--- src/rtl/count_display_driver_pkg.sv ---
// Shared types and constants for the count display driver and its 7-segment decoder.
// Segment patterns are active-low {g,f,e,d,c,b,a}; anode patterns are one-cold.
package count_display_driver_pkg;

  typedef enum logic [1:0] {
    IDLE  = 2'd0,
    SHIFT = 2'd1,
    LATCH = 2'd2
  } conv_state_e;

  localparam logic [6:0] SEG_0     = 7'b1000000;
  localparam logic [6:0] SEG_1     = 7'b1111001;
  localparam logic [6:0] SEG_2     = 7'b0100100;
  localparam logic [6:0] SEG_3     = 7'b0110000;
  localparam logic [6:0] SEG_4     = 7'b0011001;
  localparam logic [6:0] SEG_5     = 7'b0010010;
  localparam logic [6:0] SEG_6     = 7'b0000010;
  localparam logic [6:0] SEG_7     = 7'b1111000;
  localparam logic [6:0] SEG_8     = 7'b0000000;
  localparam logic [6:0] SEG_9     = 7'b0010000;
  localparam logic [6:0] SEG_BLANK = 7'b1111111;

  localparam logic [3:0] AN_OFF      = 4'b1111;
  localparam logic [3:0] AN_ONES     = 4'b1110;
  localparam logic [3:0] AN_TENS     = 4'b1101;
  localparam logic [3:0] AN_HUNDREDS = 4'b1011;
  localparam logic [3:0] AN_SPARE    = 4'b0111;

  // Shift-add-3 correction applied to each BCD nibble before every shift.
  function automatic logic [3:0] add3_if_ge5(input logic [3:0] n);
    return (n >= 4'd5) ? (n + 4'd3) : n;
  endfunction

endpackage

--- src/rtl/count_display_driver_if.sv ---
// Bus between the upstream counter / display consumer and the count display driver.
interface count_display_driver_if;

  logic [7:0]  value;
  logic        ovf;
  logic [3:0]  an;
  logic [6:0]  seg;
  logic        dp;
  logic [11:0] bcd;
  logic        bcd_valid;

  modport master (
    output value, ovf,
    input  an, seg, dp, bcd, bcd_valid
  );

  modport slave (
    input  value, ovf,
    output an, seg, dp, bcd, bcd_valid
  );

endinterface

--- src/rtl/count_display_driver_seg7_decoder.sv ---
// Combinational nibble-to-7-segment decoder, active-low outputs.
// Nibbles above 9 and an asserted blank both produce an unlit digit.
module seg7_decoder
  import count_display_driver_pkg::*;
(
  input  logic [3:0] nibble_i,
  input  logic       blank_i,
  output logic [6:0] seg_o
);

  always_comb begin
    seg_o = SEG_BLANK;
    if (!blank_i) begin
      case (nibble_i)
        4'd0:    seg_o = SEG_0;
        4'd1:    seg_o = SEG_1;
        4'd2:    seg_o = SEG_2;
        4'd3:    seg_o = SEG_3;
        4'd4:    seg_o = SEG_4;
        4'd5:    seg_o = SEG_5;
        4'd6:    seg_o = SEG_6;
        4'd7:    seg_o = SEG_7;
        4'd8:    seg_o = SEG_8;
        4'd9:    seg_o = SEG_9;
        default: seg_o = SEG_BLANK;
      endcase
    end
  end

endmodule

--- src/rtl/count_display_driver.sv ---
// Shows an 8-bit count as decimal 000-255 on a 4-digit multiplexed common-anode display.
// A 10-cycle shift-add-3 converter feeds the BCD register; a prescaled scan picks the digit.
module count_display_driver
  import count_display_driver_pkg::*;
#(
  parameter int unsigned SCAN_DIV = 100000,
  parameter bit          BLANK_LZ = 1'b1
) (
  input logic                   clk,
  input logic                   rst,
  count_display_driver_if.slave bus
);

  localparam int SCAN_W = $clog2(SCAN_DIV);

  conv_state_e       state_q, state_d;
  logic [7:0]        shadow_q, shadow_d;
  logic              shadowOvf_q, shadowOvf_d;
  logic [11:0]       scratch_q, scratch_d;
  logic [2:0]        bitCnt_q, bitCnt_d;
  logic [11:0]       bcd_q, bcd_d;
  logic              ovfDisp_q, ovfDisp_d;
  logic              bcdValid_q, bcdValid_d;
  logic [SCAN_W-1:0] scan_q, scan_d;
  logic [1:0]        digit_q, digit_d;
  logic [3:0]        an_q, an_d;
  logic [6:0]        seg_q, seg_d;
  logic              dp_q, dp_d;

  logic [11:0]       adjusted;
  logic [3:0]        nibble;
  logic              blank;

  always_comb begin
    state_d     = state_q;
    shadow_d    = shadow_q;
    shadowOvf_d = shadowOvf_q;
    scratch_d   = scratch_q;
    bitCnt_d    = bitCnt_q;
    bcd_d       = bcd_q;
    ovfDisp_d   = ovfDisp_q;
    bcdValid_d  = 1'b0;
    adjusted    = {add3_if_ge5(scratch_q[11:8]), add3_if_ge5(scratch_q[7:4]),
                   add3_if_ge5(scratch_q[3:0])};
    case (state_q)
      IDLE: begin
        shadow_d    = bus.value;
        shadowOvf_d = bus.ovf;
        scratch_d   = '0;
        bitCnt_d    = '0;
        state_d     = SHIFT;
      end
      SHIFT: begin
        {scratch_d, shadow_d} = {adjusted[10:0], shadow_q, 1'b0};
        bitCnt_d = bitCnt_q + 3'd1;
        if (bitCnt_q == 3'd7) state_d = LATCH;
      end
      LATCH: begin
        bcd_d      = scratch_q;
        ovfDisp_d  = shadowOvf_q;
        bcdValid_d = 1'b1;
        state_d    = IDLE;
      end
      default: state_d = IDLE;
    endcase
  end

  // Digit selection; the display registers lag the digit index by one cycle.
  always_comb begin
    scan_d  = scan_q + SCAN_W'(1);
    digit_d = digit_q;
    if (scan_q == SCAN_W'(SCAN_DIV - 1)) begin
      scan_d  = '0;
      digit_d = digit_q + 2'd1;
    end

    nibble = bcd_q[3:0];
    blank  = 1'b0;
    an_d   = AN_ONES;
    dp_d   = ~ovfDisp_q;
    case (digit_q)
      2'd0: ;
      2'd1: begin
        nibble = bcd_q[7:4];
        blank  = BLANK_LZ && (bcd_q[11:8] == 4'd0) && (bcd_q[7:4] == 4'd0);
        an_d   = AN_TENS;
        dp_d   = 1'b1;
      end
      2'd2: begin
        nibble = bcd_q[11:8];
        blank  = BLANK_LZ && (bcd_q[11:8] == 4'd0);
        an_d   = AN_HUNDREDS;
        dp_d   = 1'b1;
      end
      default: begin
        blank = 1'b1;
        an_d  = AN_SPARE;
        dp_d  = 1'b1;
      end
    endcase
  end

  seg7_decoder u_decoder (
    .nibble_i (nibble),
    .blank_i  (blank),
    .seg_o    (seg_d)
  );

  always_ff @(posedge clk) begin
    if (rst) begin
      state_q     <= IDLE;
      shadow_q    <= '0;
      shadowOvf_q <= 1'b0;
      scratch_q   <= '0;
      bitCnt_q    <= '0;
      bcd_q       <= '0;
      ovfDisp_q   <= 1'b0;
      bcdValid_q  <= 1'b0;
      scan_q      <= '0;
      digit_q     <= '0;
      an_q        <= AN_OFF;
      seg_q       <= SEG_BLANK;
      dp_q        <= 1'b1;
    end else begin
      state_q     <= state_d;
      shadow_q    <= shadow_d;
      shadowOvf_q <= shadowOvf_d;
      scratch_q   <= scratch_d;
      bitCnt_q    <= bitCnt_d;
      bcd_q       <= bcd_d;
      ovfDisp_q   <= ovfDisp_d;
      bcdValid_q  <= bcdValid_d;
      scan_q      <= scan_d;
      digit_q     <= digit_d;
      an_q        <= an_d;
      seg_q       <= seg_d;
      dp_q        <= dp_d;
    end
  end

  assign bus.an        = an_q;
  assign bus.seg       = seg_q;
  assign bus.dp        = dp_q;
  assign bus.bcd       = bcd_q;
  assign bus.bcd_valid = bcdValid_q;

endmodule

--- src/flat_wrapper.sv ---
// flat-port wrapper written by rule: the top's interface ports become plain ports
module count_display_driver_flat import count_display_driver_pkg::*;
#(
  parameter int unsigned SCAN_DIV = 100000,
  parameter bit          BLANK_LZ = 1'b1
)
  (clk, rst, bus_value, bus_ovf, bus_an, bus_seg, bus_dp, bus_bcd, bus_bcd_valid);
  count_display_driver_if bus_i ();
  input logic clk;
  input logic rst;
  input wire logic [$bits(bus_i.value)-1:0] bus_value;
  input wire logic [$bits(bus_i.ovf)-1:0] bus_ovf;
  output wire logic [$bits(bus_i.an)-1:0] bus_an;
  output wire logic [$bits(bus_i.seg)-1:0] bus_seg;
  output wire logic [$bits(bus_i.dp)-1:0] bus_dp;
  output wire logic [$bits(bus_i.bcd)-1:0] bus_bcd;
  output wire logic [$bits(bus_i.bcd_valid)-1:0] bus_bcd_valid;
  assign bus_i.value = bus_value;
  assign bus_i.ovf = bus_ovf;
  assign bus_an = bus_i.an;
  assign bus_seg = bus_i.seg;
  assign bus_dp = bus_i.dp;
  assign bus_bcd = bus_i.bcd;
  assign bus_bcd_valid = bus_i.bcd_valid;
  count_display_driver #(.SCAN_DIV(SCAN_DIV), .BLANK_LZ(BLANK_LZ)) u_core (.clk(clk), .rst(rst), .bus(bus_i));
endmodule
--- config.mk ---
export PLATFORM = sky130hd
export DESIGN_NAME = count_display_driver_flat
export DESIGN_NICKNAME = d
export VERILOG_FILES = /design/src/rtl/count_display_driver_pkg.sv /design/src/rtl/count_display_driver_if.sv /design/src/rtl/count_display_driver_seg7_decoder.sv /design/src/rtl/count_display_driver.sv /design/src/flat_wrapper.sv
export SDC_FILE = /design/constraint.sdc
export NUM_CORES = 1
export LEC_CHECK = 0
export CAP_MARGIN = 10
export CORE_AREA = 4 4 81 90
export CTS_BUF_LIST = sky130_fd_sc_hd__clkbuf_16
export CTS_CLUSTER_SIZE = 24
export DETAILED_ROUTE_END_ITERATION = 12
export DIE_AREA = 0 0 85 94
export PLACE_DENSITY_LB_ADDON = 0.2
export SYNTH_ARGS = -nofsm -noshare
export SYNTH_HDL_FRONTEND = slang
export SYNTH_SLANG_ARGS = --single-unit
--- constraint.sdc ---
create_clock -name clk -period 1.7 [get_ports clk]
set_input_delay 0.425 -clock clk [delete_from_list [all_inputs] [get_ports clk]]
set_output_delay 0.425 -clock clk [all_outputs]
set_load 0.05 [all_outputs]
==> metrics.txt <==
status=complete, but fails checks; failing checks=negative setup slack; #FFs+latches synth=71; startpoint types=flop; Post-Syn Nets=401; GRT overflow=0; clock-pin slew on the worst setup and hold paths=0.06 ns; CTS tree=done; Clk Latency, worst-skew pair=0.32 ns; endpoints failing setup=1; DRC errors left=0; gp weighted congestion=0.873; post-route minimum period=1.71 ns; Syn Area/Cell=8.39 um2; CTS sink count=71; Setup Skew=0.00523 ns; Avg Vias per Cell=5.11; ANT cells=0; H-tree depth=3; Die W=85 um; fin util=65.0%; worst-path fanout max=5; post-route ant nets=0; Power Dens Cells=875 nW/um2; core area=6480 um2; fin. max-slew vios=0; CTS hold repair buffers=0; GRT Util Overall=16.3%; Top Metal Used=met4; peak supply drop=0.000626 V; LEAKAGE=1.65 nW; Final nets=455; max_slew headroom=65.5%; Initial Utilization=48.3%; CTS root buf=clkbuf_16; reg-to-reg endpoint=u_core.bus.seg[4]; Reg-to-Reg Start=u_core.digit_q[1]; buffers added on ports=35; Distinct cells, synth=35; Worst-Margin Slew=0.518 ns; endpoint class of the critical path=flop; Post-Synthesis Cells=373; crit path cell chain=inv_2, buf_6, ha_4, a22o_1, mux2i_4, inv_2, buf_6, nor3_2, o21ai_1; reg2reg path depth=9; reg2reg setup slack=-0.006 ns; vias=2629; share of layout cells above drive strength 1=20.1%; FMAX=0.586 GHz; sequential area share after synthesis=45.4%; arrival time worst endpoint=1.92 ns; met2 wire length=3.01 mm; Final Hold Viols=0; drt first pass iters=4; period utilization=100%; Synth Warn #=0; Worst Setup EP=u_core.bus.seg[4]; # IOs=36; CP peak stage delay=0.34 ns; crit path from=u_core.digit_q[1]; Max clock buf depth=2; post-DP HPWL=4.21 mm; TritonCTS Buffers=9; CP max stage cell=dfxtp_2; Mapped Area=3130 um2; Site Rows=31; first-pass GRT wire length=10.7 mm; M1 wire length=2.86 mm; WL/cell=12.3 um; fin worst setup slack=-0.00578 ns; largest net degree at the start of global routing=42; Max-cap violations=0; Setup TNS=-0.00578 ns; initial antenna violation count=0; Crit Path Category=flop to flop; die area=7990 um2; RSZ-0062 raised after global routing=true; drt initial violations=105; Hold Path Class=flop to flop; DIE HEIGHT=94 um; Area Overhead vs Synth=34.6%; met3 WL=347 um; WL final=6.31 mm; vias in the first global route=2461; Required @ worst endpoint=1.91 ns
==> state kept, by name (all words and copies together), names as in the netlist <==
| signal | flops |
|---|---|
| u_core.bus.bcd_valid | 1 |
| u_core.shadow_q | 8 |
| u_core.bitCnt_q | 3 |
| u_core.state_q | 2 |
| u_core.bus.seg | 7 |
| u_core.scratch_q | 12 |
| u_core.bus.an | 4 |
| u_core.bus.dp | 1 |
| u_core.scan_q | 17 |
| u_core.bus.bcd | 12 |
| u_core.shadowOvf_q | 1 |
| u_core.digit_q | 2 |
| u_core.ovfDisp_q | 1 |
==> cells in the mapped netlist <==
master    instances  share of area, %
dfxtp_1          71                45
nor2_1           66               7.9
nand2_1          54               6.5
a21oi_1          31               5.0
ha_1             17               6.8
a22oi_1          14               3.4
inv_1            12               1.4
o21ai_0          12               1.9
xnor2_1          12               3.4
clkbuf_1         10               1.2
mux2i_1          10               3.2
xor2_1            9               2.5
nand2b_1          8               1.6
nand4_1           6               1.2
nor3_1            6              0.96
nand3_1           4              0.64
a21o_1            3              0.72
buf_1             3              0.36
o211ai_1          3              0.72
a32oi_1           2              0.56
and3_1            2              0.40
buf_2             2              0.32
buf_6             2              0.72
nor2b_1           2              0.40
or3_1             2              0.40
a211oi_1          1              0.24
a22o_1            1              0.28
and3_2            1              0.24
and4_1            1              0.28
nand3b_1          1              0.24
nor3_2            1              0.32
nor4_1            1              0.20
or2_1             1              0.20
or2_2             1              0.20
or4_1             1              0.24
==> per-stage QoR <==
step	cell area, um2	hold WS, ns	setup WS (ns)	std cells	power (mW)
floorplan	3160	0.383	-0.000305	373	1.87
global placement	3790	0.411	-0.0859	493	1.93
detailed placement	3790	0.418	-0.126	493	1.94
CTS	4140	0.430	0.00390	510	3.74
global route	4210	0.439	-0.0476	514	3.82
finish	4210	0.427	-0.00578	514	3.69
==> cell families after synthesis <==
| logic type | count (synthesis) | share of synthesized area, % |
|---|---|---|
| AO/OA/AOI/OAI | 67 | 12.8 |
| XOR/XNOR | 21 | 5.88 |
| adder cells (fa/ha/maj) | 17 | 6.80 |
| buffers and inverters | 29 | 4.04 |
| flip-flops | 71 | 45.4 |
| multiplexers | 10 | 3.20 |
| AND/OR/NAND/NOR | 158 | 21.9 |
==> worst max-delay path: cells and delay by family, from the launching register on <==
kind | cells | cell delay, ns
muxes | 1 | 0.23
buffers and inverters | 4 | 0.39
adders and majority gates | 1 | 0.17
AOI/OAI and AO/OA | 2 | 0.32
DFF | 1 | 0.34
and+or+nand+nor | 1 | 0.16
==> area by class of cell <==
class / instances / area (um2)
fill: 533 / 2260
multi-input combinational: 273 / 1690
sequential: 71 / 1420
timing repair buffer: 60 / 658
clock buffer: 9 / 225
tap: 82 / 103
clock inverter: 7 / 63.8
inverter: 12 / 45.0
==> repair_timing <==
action,CTS,global route
buffers inserted,1,4
resized for setup,11,12
setup endpoints to repair,6,6
pin swaps,7,12
cloned,0,0
hold endpoints to repair,0,0
==> power by group <==
part	switching [mW]	internal (mW)	leakage, nW
clock network	0.669	1.12	0.139
registers	0.0182	1.70	0.579
logic	0.100	0.0836	0.929
total	0.788	2.90	1.65
==> metal layers <==
metal | global-route usage, % | up-vias
li1 | - | 1358
met1 | 19.3 | 1195
met2 | 27.7 | 66
met3 | 4.91 | 10
met4 | 6.20 | 0
met5 | 0 | -
==> cells in the final DEF, fill, tap and decap left out, types with 6 or more instances in the layout <==
cell type,synthesis,final
xnor2_1,12,12
clkdlybuf4s50_1,0,10
xor2_1,9,9
o21ai_0,12,7
nand2b_1,8,8
a21oi_1,31,28
ha_1,17,12
nand2_1,54,54
mux2i_1,10,9
dfxtp_1,71,69
nor2_1,66,65
clkbuf_16,0,9
buf_4,0,34
inv_1,12,9
buf_12,0,14
a22oi_1,14,12
nand4_1,6,6
==> worst min-delay path by stage <==
stage,startpoint,to,slack (ns),depth (start not counted)
after floorplan,u_core.ovfDisp_q,u_core.bus.dp,0.38,1
after global placement,u_core.ovfDisp_q,u_core.bus.dp,0.41,1
after detailed placement,u_core.ovfDisp_q,u_core.bus.dp,0.42,1
after CTS,u_core.ovfDisp_q,u_core.bus.dp,0.43,1
after global routing,u_core.ovfDisp_q,u_core.bus.dp,0.44,1
final,u_core.ovfDisp_q,u_core.bus.dp,0.43,1
Power figures use the tool's default switching activity.
